$ cat src/rtl/operand_ctrl_pkg.sv
// Shared definitions for the operand control sequencer: legacy opcode
// encodings, sequencer state encoding and a width helper.
package operand_ctrl_pkg;

    // Legacy opcode encodings; every value at or above OP_EXEC_MIN is an ALU op.
    localparam int unsigned OP_CLR_ALL  = 0;
    localparam int unsigned OP_WRITE    = 1;
    localparam int unsigned OP_CLEAR    = 2;
    localparam int unsigned OP_EXEC_MIN = 3;

    typedef enum logic [1:0] {
        IDLE     = 2'd0,
        DISPATCH = 2'd1,
        EXEC     = 2'd2
    } seq_state_e;

    // max(1, clog2(n)): a field that must hold at least one bit.
    function automatic int unsigned min1_clog2(input int unsigned n);
        int unsigned w;
        w = $clog2(n);
        return (w < 1) ? 1 : w;
    endfunction

endpackage

$ cat src/rtl/operand_ctrl_sequencer_exec_window_counter.sv
// Down-counter that times the ALU execute window. Loaded with the number of
// execute cycles that follow the dispatch cycle, decremented once per EXEC cycle.
module exec_window_counter #(
    parameter int unsigned             CNT_W    = 1,
    parameter logic [CNT_W-1:0]        LOAD_VAL = '0
) (
    input  logic             clk_i,
    input  logic             rst_i,
    input  logic             load_i,
    input  logic             dec_i,
    output logic [CNT_W-1:0] cnt_o,
    output logic             zero_o
);

    localparam logic [CNT_W-1:0] ONE = CNT_W'(1);

    logic [CNT_W-1:0] cnt_q;
    logic [CNT_W-1:0] cnt_d;

    // Load has priority over decrement; otherwise hold.
    always_comb begin
        cnt_d = cnt_q;
        if (load_i) begin
            cnt_d = LOAD_VAL;
        end else if (dec_i) begin
            cnt_d = cnt_q - ONE;
        end
    end

    // Count register, cleared by the asynchronous reset.
    always_ff @(posedge clk_i or posedge rst_i) begin
        if (rst_i) begin
            cnt_q <= '0;
        end else begin
            cnt_q <= cnt_d;
        end
    end

    assign cnt_o  = cnt_q;
    assign zero_o = (cnt_q == '0);

endmodule

$ cat src/rtl/operand_ctrl_sequencer.sv
// Operand control sequencer: accepts instruction words over valid/ready,
// decodes the opcode and drives registered write/clear/read strobes for the
// operand register file, holding read strobes across the ALU execute window.
module operand_ctrl_sequencer
    import operand_ctrl_pkg::*;
#(
    parameter int unsigned INSTR_W     = 39,
    parameter int unsigned OPC_W       = 3,
    parameter int unsigned NUM_REGS    = 2,
    parameter int unsigned EXEC_CYCLES = 1
) (
    input  logic                clk,
    input  logic                reset,
    input  logic                instr_valid,
    output logic                instr_ready,
    input  logic [INSTR_W-1:0]  instruction,
    output logic [NUM_REGS-1:0] write_en,
    output logic [NUM_REGS-1:0] clear_en,
    output logic [NUM_REGS-1:0] read_en,
    output logic [OPC_W-1:0]    alu_op,
    output logic                busy,
    output logic                done,
    output logic                illegal
);

    localparam int unsigned      SEL_W    = min1_clog2(NUM_REGS);
    localparam int unsigned      CNT_W    = min1_clog2(EXEC_CYCLES + 1);
    localparam logic [CNT_W-1:0] CNT_ONE  = CNT_W'(1);
    localparam logic [CNT_W-1:0] CNT_LOAD = CNT_W'(EXEC_CYCLES - 1);

    seq_state_e state_q, state_d;

    logic [OPC_W-1:0] opc;
    logic [SEL_W-1:0] sel;
    logic             accept;
    logic             opc_is_exec;
    logic             sel_legal;
    logic             exec_q;

    logic [CNT_W-1:0] cnt;
    logic [CNT_W-1:0] cnt_after_dec;
    logic             cnt_zero;

    logic [NUM_REGS-1:0] write_q, write_d;
    logic [NUM_REGS-1:0] clear_q, clear_d;
    logic [NUM_REGS-1:0] read_q,  read_d;
    logic [OPC_W-1:0]    alu_op_q, alu_op_d;
    logic                ready_q, ready_d;
    logic                busy_q, busy_d;
    logic                done_q, done_d;
    logic                illegal_q, illegal_d;

    // Operand payload bits below the select field are not used by the sequencer.
    logic unused_payload;
    assign unused_payload = ^instruction[INSTR_W-OPC_W-SEL_W-1:0];

    function automatic logic [NUM_REGS-1:0] sel_onehot(input logic [SEL_W-1:0] s);
        logic [NUM_REGS-1:0] oh;
        oh = '0;
        for (int unsigned i = 0; i < NUM_REGS; i++) begin
            if (32'(s) == i) oh[i] = 1'b1;
        end
        return oh;
    endfunction

    assign opc         = instruction[INSTR_W-1 -: OPC_W];
    assign sel         = instruction[INSTR_W-OPC_W-1 -: SEL_W];
    assign accept      = instr_valid && (state_q == IDLE);
    assign opc_is_exec = (opc >= OPC_W'(OP_EXEC_MIN));
    assign sel_legal   = (32'(sel) < NUM_REGS);

    exec_window_counter #(
        .CNT_W   (CNT_W),
        .LOAD_VAL(CNT_LOAD)
    ) u_exec_cnt (
        .clk_i (clk),
        .rst_i (reset),
        .load_i(accept),
        .dec_i (state_q == EXEC),
        .cnt_o (cnt),
        .zero_o(cnt_zero)
    );

    assign cnt_after_dec = cnt - CNT_ONE;

    // State register plus the latched "this is an ALU op" flag.
    always_ff @(posedge clk or posedge reset) begin
        if (reset) begin
            state_q <= IDLE;
            exec_q  <= 1'b0;
        end else begin
            state_q <= state_d;
            if (accept) exec_q <= opc_is_exec;
        end
    end

    // Next-state: dispatch lasts one cycle, EXEC runs until the counter reaches 1.
    always_comb begin
        state_d = state_q;
        unique case (state_q)
            IDLE:     if (accept) state_d = DISPATCH;
            DISPATCH: state_d = (exec_q && !cnt_zero) ? EXEC : IDLE;
            EXEC:     if (cnt == CNT_ONE) state_d = IDLE;
            default:  state_d = IDLE;
        endcase
    end

    // Output next-values: strobes are computed one cycle ahead so every output
    // is a flop; done is raised for the cycle that will be the last strobe cycle.
    always_comb begin
        write_d   = '0;
        clear_d   = '0;
        read_d    = '0;
        alu_op_d  = '0;
        done_d    = 1'b0;
        illegal_d = 1'b0;
        ready_d   = (state_d == IDLE);
        busy_d    = (state_d != IDLE);
        if (accept) begin
            if (opc_is_exec) begin
                read_d   = '1;
                alu_op_d = opc;
                done_d   = (EXEC_CYCLES == 1);
            end else if (opc == OPC_W'(OP_CLR_ALL)) begin
                clear_d = '1;
                done_d  = 1'b1;
            end else begin
                done_d    = 1'b1;
                illegal_d = !sel_legal;
                if (sel_legal) begin
                    if (opc == OPC_W'(OP_WRITE)) write_d = sel_onehot(sel);
                    else                         clear_d = sel_onehot(sel);
                end
            end
        end else if (state_d == EXEC) begin
            read_d   = '1;
            alu_op_d = alu_op_q;
            done_d   = (state_q == DISPATCH) ? (cnt == CNT_ONE) : (cnt_after_dec == CNT_ONE);
        end
    end

    // Output registers; ready resets high because the reset state is IDLE.
    always_ff @(posedge clk or posedge reset) begin
        if (reset) begin
            write_q   <= '0;
            clear_q   <= '0;
            read_q    <= '0;
            alu_op_q  <= '0;
            ready_q   <= 1'b1;
            busy_q    <= 1'b0;
            done_q    <= 1'b0;
            illegal_q <= 1'b0;
        end else begin
            write_q   <= write_d;
            clear_q   <= clear_d;
            read_q    <= read_d;
            alu_op_q  <= alu_op_d;
            ready_q   <= ready_d;
            busy_q    <= busy_d;
            done_q    <= done_d;
            illegal_q <= illegal_d;
        end
    end

    assign write_en    = write_q;
    assign clear_en    = clear_q;
    assign read_en     = read_q;
    assign alu_op      = alu_op_q;
    assign instr_ready = ready_q;
    assign busy        = busy_q;
    assign done        = done_q;
    assign illegal     = illegal_q;

endmodule

$ cat config.mk
export PLATFORM = sky130hd
export DESIGN_NAME = operand_ctrl_sequencer
export DESIGN_NICKNAME = d
export VERILOG_FILES = /design/src/rtl/operand_ctrl_pkg.sv /design/src/rtl/operand_ctrl_sequencer_exec_window_counter.sv /design/src/rtl/operand_ctrl_sequencer.sv
export SDC_FILE = /design/constraint.sdc
export NUM_CORES = 1
export LEC_CHECK = 0
export CORE_ASPECT_RATIO = 1.5
export CORE_UTILIZATION = 27
export CTS_CLUSTER_DIAMETER = 100
export DETAILED_ROUTE_END_ITERATION = 8
export GPL_ROUTABILITY_DRIVEN = 0
export PLACE_DENSITY = 0.73
export SETUP_SLACK_MARGIN = 0.02
export SYNTH_ARGS = -nofsm -noshare
export SYNTH_HDL_FRONTEND = slang
export SYNTH_HIERARCHICAL = 1
export SYNTH_SLANG_ARGS = --single-unit
$ cat constraint.sdc
create_clock -name clk -period 1.1 [get_ports clk]
set_input_delay 0.165 -clock clk [delete_from_list [all_inputs] [get_ports clk]]
set_output_delay 0.165 -clock clk [all_outputs]
set_load 0.03 [all_outputs]
* Yosys cells after proc, flatten, opt, wreduce, memory -nomap -nowiden
Cells that the tools add are included.
** Operators by class
- Div/mod/pow operators :: 0
- Multiply operators :: 0
- Shift operators :: 0
- Reductions and logical operators :: 7
- Magnitude comparators :: 1
- Muxes and demuxes :: 25
- Eq/ne operators :: 5
- Add/sub/neg operators :: 1
- Bitwise gates (word level) :: 0
** Operators with widths (count)
- $mux W2 :: 14
- $mux W3 :: 3
- $mux W1 :: 7
- $pmux W2 S3 :: 1
- $eq A2 B2 Y1 const B :: 2
- $logic_not A2 Y1 :: 2
- $reduce_bool A2 Y1 :: 2
- $eq A3 B1 Y1 const B :: 1
- $ge A3 B2 Y1 const B :: 1
- $logic_not A3 Y1 :: 1
- $eq A2 B1 Y1 const B :: 1
- $logic_and A1 B1 Y1 :: 2
- $ne A2 B2 Y1 const B :: 1
- $sub A1 B1 Y1 const B :: 1
** Word-level totals
- Bits in latches :: 0
- Memory bits (read-only) :: 0
- Input port bits :: 42
- Word-level logic and storage cells :: 49
- Memories kept :: 0
- Bits in writable memories :: 0
- Output and inout port bits :: 13
- Flip-flop bits (word level) :: 16

* Logic depth before layout (Yosys ltp)
- Depth in word-level cells :: 7
- Mapped depth :: 4
- Gate-level depth less buffers :: 4

* Hierarchy
The synthesis kept the hierarchy.
** Modules (own cells, without submodules)
- operand_ctrl_sequencer :: cells an instance 50, instances 1, area an instance 584.3 sq um
- exec_window_counter :: cells an instance 5, instances 1, area an instance 45.0 sq um

* Least setup slack after synthesis
No wires, ideal clock.
- Path kind :: reg-to-reg
- Start point :: register state_q[1]
- End point :: register busy_q (netlist: busy)
- Slack :: -25 ps
- Arrival time :: 1001 ps
- Data required time :: 976 ps
- Setup time :: 124 ps
- Cell stages (with the launch flop) :: 4
- Buffers on the path :: 0
- Cells stage by stage :: dfrtp_1 -> nor3b_2 -> a21o_4 -> or2_1
** Between the ends
- Cells in the longest elaborated chain, start to end :: 5
- Elaborated cells between the ends (all ways) :: 8
- Classes of those cells :: eq/ne (2); mux (3); reduce/logical (3)
** Ends and longest elaborated chain
- from (decl) :: RTL line operand_ctrl_sequencer.sv:31 : seq_state_e state_q, state_d;
- from (signal assigned) :: RTL line operand_ctrl_sequencer.sv:92 : state_q <= state_d;
- $logic_not A2 Y1 :: RTL line operand_ctrl_sequencer.sv:68, operand_ctrl_sequencer.sv:100
- $logic_and A1 B1 Y1 :: RTL line operand_ctrl_sequencer.sv:68 : assign accept = instr_valid && (state_q == IDLE);
- $mux W2 :: RTL line operand_ctrl_sequencer.sv:101 : IDLE: if (accept) state_d = DISPATCH;
- $pmux W2 S3 * :: RTL line operand_ctrl_sequencer.sv:100 : unique case (state_q)
- net state_d[1] :: RTL line operand_ctrl_sequencer.sv:31
- $reduce_bool A2 Y1 * :: RTL line operand_ctrl_sequencer.sv:118 : busy_d = (state_d != IDLE);
- net busy_d :: RTL line operand_ctrl_sequencer.sv:49 : logic busy_q, busy_d;
- to (signal assigned) :: RTL line operand_ctrl_sequencer.sv:159 : busy_q <= busy_d;
- to (decl) :: RTL line operand_ctrl_sequencer.sv:49
Mark *: on every way through the listed nets, which the timed path passes. The rest lies on a longest branch.
A chain may end at the register's enable or synchronous reset.

* Worst setup path in the final report
- Start point :: register state_q[1]
- End point :: register alu_op_q[2] (netlist: alu_op[2])
** Between the ends
- Cells in the longest elaborated chain, start to end :: 6
- Elaborated cells between the ends (all ways) :: 10
- Classes of those cells :: eq/ne (4); mux (4); reduce/logical (2)
** Ends and longest elaborated chain
- $logic_not A2 Y1 :: RTL line operand_ctrl_sequencer.sv:68, operand_ctrl_sequencer.sv:100
- $logic_and A1 B1 Y1 :: RTL line operand_ctrl_sequencer.sv:68
- $mux W2 :: RTL line operand_ctrl_sequencer.sv:101
- $pmux W2 S3 * :: RTL line operand_ctrl_sequencer.sv:100
- net state_d[1] :: RTL line operand_ctrl_sequencer.sv:31
- $eq A2 B2 Y1 * :: RTL line operand_ctrl_sequencer.sv:135 : end else if (state_d == EXEC) begin
- $ne A2 B2 Y1 (no line) *
- to (signal assigned) :: RTL line operand_ctrl_sequencer.sv:157 : alu_op_q <= alu_op_d;
- to (decl) :: RTL line operand_ctrl_sequencer.sv:47 : logic [OPC_W-1:0] alu_op_q, alu_op_d;
Marked as above.

==> out/qor.txt <==
Die ar.: 2530 um^2
Synth top cells by count: 14 x dfrtp_1, 8 x nor2_1, 5 x inv_1
sequential fraction of the synthesis area: 59.8%
dpl cell area: 861 um^2
switching power: 0.000685 W
final hold vios: 0
IO Port Bufs: 18
final-layout fill cell count: 227
post-route insts no fill: 109
chip width: 41.4 um
worst hold slack: 0.0505 ns
Post-Syn Instances: 55
vias after detailed routing: 485
first-pass GRT wire length: 1.99 mm
arrival time worst endpoint: 1.30 ns
Via density: 4.45
H-tree levels: 1
Worst EP required: 1.26 ns
Initial DRT Pass Iterations: 1
Placed Cells: 103
clock transition at the registers of the reported paths: 0.08 ns
min-delay worst type: in -> async
Synth cell types: 21
critical path fanouts, max: 7
fmax: 880 MHz
Comb pwr share: 45.2%
main area contributors after synthesis: dfrtp_1 56%, nor3b_2 6.0%, nor2_1 4.8%
Setup Crit Path Kind: reg -> reg
DRT iter0 DRCs: 0
Worst R2R Setup Slack: -0.04 ns
fin nets: 129
post-detail-place hpwl: 976 um
Top-Level Pins: 55
largest area contributor in the netlist: dfrtp_1
largest net degree at the start of global routing: 9
status: complete, but fails checks
reg-to-reg endpoint: alu_op[2]$_DFFE_PP0P_
Std-Cell Rows: 21
antenna violations before repair: 0
CTS tree: built
maximum vdd drop: 0.690 mV
Max Root-Sink Buffers: 2
failing checks: negative setup slack
clock latency on the worst-skew pair: 0.27 ns
critical path capture point type: flip-flop
syn nets: 97
Int Pwr: 0.00124 W
vias in the first global route: 503
Reg2Reg Depth: 3
leakage power: 0.463 nW
area of the core: 2210 um^2
worst reg2reg path startpoint: state_q[1]$_DFF_PP0_
Async SR Flop Fraction: 100%
final period utilization: 103%
layout cells sized above 1: 44.2%
RSZ-0062 raised after global routing: true
Clock power frac: 15.2%
Mean Syn Cell Area: 11.4 um^2
Setup Viol. Count Final: 4
clock sinks: 15
grt total ovfl: 0
Final Util: 42.8%
Mapped Area: 629 um^2
Post-synth EDFFs: 0
DRT antenna net count: 0
fin crit period: 1.14 ns
Inserted Clock Buffers: 3
DRC Markers: 0
Antenna Cells: 0
yosys warns: 6
PwrDens: 2040 nW/um^2
startpoint class of the critical path: flip-flop
Die Ht: 61.1 um
sw frac: 35.5%
post-synthesis register bit count: 15
Tot Pwr: 0.00193 W
total wire length: 1.20 mm
Reg power frac: 39.6%
Hold Buf Count CTS: 0
Synth top area share: 55.7%
clk root buf: clkbuf_4
Finished Cell Area: 945 um^2
Initial Util: 28.5%
maxcap violations: 0
most frequent cell after synthesis: dfrtp_1
Layout Skew: 0.00364 ns
gr usage total: 10.7%
ys flop type: dfrtp_1
P&R area growth vs syn: 50.1%
WL/cell: 11.0 um
final setup margin: -0.0367 ns
Max Slew Vio Count: 0
[flip-flops by register name, indices dropped and copies added, names as in the netlist]
| name | cells |
|---|---|
| write_en | 2 |
| state_q | 2 |
| done | 1 |
| alu_op | 3 |
| u_exec_cnt/cnt_o | 1 |
| instr_ready | 1 |
| read_en | 1 |
| exec_q | 1 |
| busy | 1 |
| clear_en | 2 |
[critical path: stages (launching register included)]
cell	delay [ns]
dfrtp_1	0.43
nor3b_4	0.18
a21o_4	0.21
a22o_1	0.21
[logic make-up after synthesis]
group | Yosys count | share of synthesized area, %
AOI/OAI and AO/OA | 9 | 11.3
xor gates and xnor gates | 1 | 1.39
buffers and inverters | 8 | 6.56
DFF | 15 | 59.8
muxes | 1 | 1.59
other | 1 | 0.596
and+or+nand+nor | 20 | 18.7
[per-stage QoR]
stage                     setup WS, ns  TNS (ns)
after global routing           -0.0672    -0.563
after global placement          -0.196     -1.68
final                          -0.0367   -0.0979
after detailed placement        -0.207     -1.71
after CTS                      -0.0427    -0.160
after floorplan               -0.00583   -0.0174
[placed cells by master, fill, tap and decap left out, types with 2 or more instances in the layout]
master,count
clkdlybuf4s50_1,6
buf_4,22
nor2_1,8
a21oi_2,2
dfrtp_1,14
buf_6,2
a22o_1,2
clkbuf_4,3
nor3b_2,2
inv_1,5
[power by group through the flow]
| stage | registers (W) | clock network [W] | logic [W] |
|---|---|---|---|
| floorplan | 0.000941 | 0 | 0.000299 |
| global placement | 0.000771 | 0 | 0.000745 |
| detailed placement | 0.000774 | 0 | 0.000764 |
| CTS | 0.000765 | 0.000313 | 0.000833 |
| global route | 0.000779 | 0.000331 | 0.000933 |
| finish | 0.000763 | 0.000294 | 0.000872 |
[final cells by class]
cell class              count  area, um^2  share of cell area, %
inverters                   5        18.8                   1.99
well taps                  23        28.8                   3.05
multi-input cells          32         246                   26.1
clock buffers               4        26.3                   2.78
repair buffers             30         248                   26.2
flip-flops and latches     15         377                   39.9
[worst max path at each step]
stage,startpoint,endpoint,slack (ns),cells past startpoint
floorplan,state_q[1]$_DFF_PP0_,busy$_DFF_PP0_,-0.006,3
global route,state_q[1]$_DFF_PP0_,write_en[0]$_DFF_PP0_,-0.07,4
finish,state_q[1]$_DFF_PP0_,alu_op[2]$_DFFE_PP0P_,-0.04,3
CTS,state_q[1]$_DFF_PP0_,read_en[0]$_DFF_PP0_,-0.04,3
detailed placement,instr_valid,clear_en[0]$_DFF_PP0_,-0.21,5
global placement,instr_valid,clear_en[1]$_DFF_PP0_,-0.20,5
[routing by layer]
| layer | vias up | global-route usage, % | routed length (um) |
|---|---|---|---|
| met5 | - | 0 | 0 |
| met4 | 0 | 8.29 | 12 |
| met3 | 2 | 2.05 | 57 |
| met2 | 12 | 21.4 | 731 |
| met1 | 232 | 9.29 | 403 |
| li1 | 239 | - | - |
[timing repair]
item                                    CTS  global route
setup buffers                             1             1
resized for setup                         7             3
pin swaps                                 3             3
endpoints found under the setup margin   10            12
(Power assumes the default switching activity.)
